$ cat config.mk
export PLATFORM = sky130hd
export DESIGN_NAME = time_set_controller
export DESIGN_NICKNAME = d
export VERILOG_FILES = /design/src/rtl/time_set_controller.sv
export SDC_FILE = /design/constraint.sdc
export NUM_CORES = 1
export LEC_CHECK = 0
export ABC_AREA = 0
export BUFFER_PORTS_ARGS = -buffer_cell sky130_fd_sc_hd__buf_4
export CAP_MARGIN = 20
export CORE_UTILIZATION = 56
export CTS_CLUSTER_DIAMETER = 80
export CTS_CLUSTER_SIZE = 14
export DETAILED_ROUTE_END_ITERATION = 10
export PLACE_DENSITY = 0.84
export SKIP_CTS_REPAIR_TIMING = 1
export SLEW_MARGIN = 20
export SYNTH_ARGS = -nofsm -noshare
export SYNTH_HDL_FRONTEND = slang
export SYNTH_SLANG_ARGS = --single-unit
$ cat constraint.sdc
create_clock -name clk -period 2.85 [get_ports clk]
set_input_delay 0.57 -clock clk [delete_from_list [all_inputs] [get_ports clk]]
set_output_delay 0.57 -clock clk [all_outputs]
set_load 0.02 [all_outputs]
$ cat src/rtl/time_set_controller.sv
// rtl/time_set_controller.sv - 12-hour clock with RUN / SET_HR / SET_MIN editing modes
// Time fields, AM/PM, mode and blink are all registered; only hr_disp is decoded combinationally.
module time_set_controller #(
  parameter int SEC_MAX = 59,
  parameter int MIN_MAX = 59,
  parameter int HR_MAX  = 11
) (
  input  logic       clk,
  input  logic       reset,
  input  logic       tick_1hz,
  input  logic       btn_mode,
  input  logic       btn_inc,
  output logic [5:0] sec,
  output logic [5:0] min,
  output logic [6:0] hr_raw,
  output logic [6:0] hr_disp,
  output logic       pm,
  output logic [1:0] mode,
  output logic       blink
);

  typedef enum logic [1:0] {
    RUN     = 2'b00,
    SET_HR  = 2'b01,
    SET_MIN = 2'b10
  } state_t;

  state_t     r_state;
  logic [5:0] r_sec;
  logic [5:0] r_min;
  logic [6:0] r_hr;
  logic       r_pm;
  logic       r_blink;

  logic w_sec_wrap;
  logic w_min_wrap;
  logic w_hr_wrap;

  // Compare with >= so any out-of-range value is pulled back to 0 on its next increment.
  assign w_sec_wrap = (r_sec >= 6'(SEC_MAX));
  assign w_min_wrap = (r_min >= 6'(MIN_MAX));
  assign w_hr_wrap  = (r_hr >= 7'(HR_MAX));

  always_ff @(posedge clk or posedge reset) begin
    if (reset) begin
      r_state <= RUN;
      r_sec   <= 6'd0;
      r_min   <= 6'd0;
      r_hr    <= 7'd0;
      r_pm    <= 1'b0;
      r_blink <= 1'b0;
    end else begin
      case (r_state)
        RUN: begin
          r_blink <= 1'b0;
          if (btn_mode) begin
            r_state <= SET_HR;
            r_sec   <= 6'd0;
          end else if (tick_1hz) begin
            if (w_sec_wrap) begin
              r_sec <= 6'd0;
              if (w_min_wrap) begin
                r_min <= 6'd0;
                if (w_hr_wrap) begin
                  r_hr <= 7'd0;
                  r_pm <= ~r_pm;
                end else begin
                  r_hr <= r_hr + 7'd1;
                end
              end else begin
                r_min <= r_min + 6'd1;
              end
            end else begin
              r_sec <= r_sec + 6'd1;
            end
          end
        end
        SET_HR: begin
          if (btn_mode) begin
            r_state <= SET_MIN;
            r_blink <= 1'b0;
          end else begin
            if (btn_inc) begin
              if (w_hr_wrap) begin
                r_hr <= 7'd0;
                r_pm <= ~r_pm;
              end else begin
                r_hr <= r_hr + 7'd1;
              end
            end
            if (tick_1hz) begin
              r_blink <= ~r_blink;
            end
          end
        end
        SET_MIN: begin
          if (btn_mode) begin
            r_state <= RUN;
            r_blink <= 1'b0;
          end else begin
            // Minute edits wrap locally and never carry into the hour.
            if (btn_inc) begin
              r_min <= w_min_wrap ? 6'd0 : r_min + 6'd1;
            end
            if (tick_1hz) begin
              r_blink <= ~r_blink;
            end
          end
        end
        default: begin
          r_state <= RUN;
          r_blink <= 1'b0;
        end
      endcase
    end
  end

  assign sec     = r_sec;
  assign min     = r_min;
  assign hr_raw  = r_hr;
  assign pm      = r_pm;
  assign mode    = r_state;
  assign blink   = r_blink;
  assign hr_disp = (r_hr == 7'd0) ? 7'(HR_MAX + 1) : r_hr;

endmodule

==> flow_summary.toml <==
[drt]
drcViolationCount = 0
drtAntennaViolNets = 0
first_pass_iters = 5
drt-total-wl_mm = 2.97
vias = 1202
wl_per_cell_um = 14.9
avgViaCountPerCell = 6.01
dr.first_iter.drc_count = 30

[sta]
worst_pin_slew_ps = 848
setup_viol = 0
fin_tns_setup_ps = 0
hold_viol_final = 0
whs_ps = 402
finalCritPeriodShare_pct = 82.3
skew_ps = 6.68
slew-limit-headroom_pct = 43.4
fin_crit_ps = 2350
rsz0062_at_grt = "false"
fmax_mhz = 426
slew_violations = 0

[setup_path]
ff2ff_setup_slack_ps = 830
cp.required_ps = 2280
start_kind = "flip-flop"
crit_type = "reg -> out"
arrival_ps = 1780
cp-end-kind = "output pin"
rr_endpoint = "sec[4]"
path_max_fanout = 4
reg2regPathDepth = 6
rr_startpoint = "mode[1]"

[clocking]
clk-insertion-delay-late_ps = 320
cts-buffers-inserted = 3
root_buffer = "clkbuf_4"
clk_pin_slew_ps = 130
clock_sinks = 23
cts_buffer_depth = 2
htree_levels = 1
cts_tree = "built"

[finish]
syn_to_final_growth_pct = 22.1
fin_cells = 200
final_area_mm2 = 0.00164
drive_above_1_share_pct = 26.7
antenna_cells = 0
fillCellCount = 153
layout_common_cells = "buf_4, dfrtp_1, inv_1, ha_1, nand2_1"
layout_commonest_cell = "buf_4"
final_nets = 187

[power]
pwr-share-clk_pct = 9.9
vdd_drop_max_v = 0.000621
p_total_w = 0.00161
p_sw_share_pct = 46.7
power.internal_w = 0.000860
switchingPower_w = 0.000752
power.density_mw_per_mm2 = 981
p_seq_share_pct = 34.3
p_comb_share_pct = 55.8
power.leakage_nw = 0.819

[grt]
grt_pass1_vias = 1176
grt_pass1_wl_mm = 5.06
gr-total-overflow = 0
grt_max_degree = 24
grt.total_usage_pct = 26.4
antenna_found_initial = 0

[status]
status = "complete, no violations"

[synth]
yosysTopAreaCellShare_pct = 42.8
syn_area_mm2 = 0.00135
ys_seq_area_share_pct = 42.8
syn_avg_cell_area_um2 = 9.68
async_flop_share_pct = 100
synth_nets = 153
yosysTopAreaCell = "dfrtp_1"
synthFlopType = "dfrtp_1"
ys.warnings.count = 0
yosysUniqueCellTypes = 46
synth_edf_count = 0
syn_inst = 139
synthTopCellsByArea = "dfrtp_1, ha_1, inv_1"
ys_ff_latch = 23

[placement]
portBuffers = 34
gp_congestion = 0.861
dp_cells = 196
hpwl_mm = 2.24
placed_area_mm2 = 0.00161

[floorplanning]
dieHeight_um = 51.0
fp-row-count = 17
die_area_mm2 = 0.00260
ioPinCount = 35
initial_core_util_pct = 60.2
die_width_um = 51.0
core_mm2 = 0.00223

[flow_run]
drv_cap = 0

[min_path]
min_path_type = "in -> async"
metrics by stage:
stage,utilization (%),setup WS (ps)
3_3_place_gp,72.2,951
6_report,73.6,503
5_1_grt,73.6,387
4_1_cts,73.6,498
2_1_floorplan,-,834
3_5_place_dp,72.2,870
sequential cells by signal, summed over array words and instances, names as in the netlist:
name    flops
hr_raw      7
min         6
sec         6
mode        2
blink       1
pm          1
critical path, cell delays in order, from the launching register on:
cell	delay, ps
dfrtp_1	450
or3_1	410
nor2_1	170
nand2_1	100
o21bai_1	150
buf_4	160
per-layer routing:
metal	global-route usage [%]	share of wire [%]	wire (um)
met2	46.1	52	1530
met5	0	0	0
met1	30.9	42	1240
met3	3.27	4.4	132
met4	15.3	2.2	64
synth_stat cells (4+ instances only):
cell type	number
a21oi_1	7
a31oi_1	5
clkbuf_1	4
dfrtp_1	23
ha_1	9
inv_1	11
nand2_1	8
nand3_1	6
nor2_1	5
nor2b_1	4
o21ai_0	7
cells by family (layout without fill, tap and decap cells):
group | after synthesis | count (layout) | synth area share (%)
fa+ha+maj | 10 | 10 | 9.12
mux | 4 | 4 | 3.16
buf+inv | 16 | 49 | 4.74
simple gates | 47 | 47 | 19.6
compound gates | 37 | 37 | 19.3
flops | 23 | 23 | 42.8
xor+xnor | 2 | 2 | 1.30
worst max path at each step:
stage,start,to,slack [ps],cells past startpoint
5_1_grt,hr_raw[4],hr_disp[3],390,5
6_report,hr_raw[4],hr_disp[3],500,5
4_1_cts,hr_raw[4],hr_disp[3],500,5
3_5_place_dp,mode[0],sec[4],870,6
2_1_floorplan,hr_raw[6],hr_disp[3],830,4
3_3_place_gp,mode[0],sec[4],950,6
final cells by class:
cell class	count	area, um^2	share of cell area [%]
multi-input cells	100	706	43.0
repair buffers	34	255	15.5
clock inverters	1	7.51	0.457
well taps	28	35.0	2.13
flip-flops and latches	23	576	35.0
clock buffers	3	22.5	1.37
inverters	11	41.3	2.51
power by group through the flow:
stage	Clock, W	Sequential, W	Combinational (W)
CTS	0.000163	0.000552	0.000900
global placement	0	0.000545	0.000862
detailed placement	0	0.000560	0.000896
floorplan	0	0.000643	0.000476
global route	0.000175	0.000569	0.000985
finish	0.000159	0.000553	0.000898
Note: power is estimated with default switching activity, not from simulation.
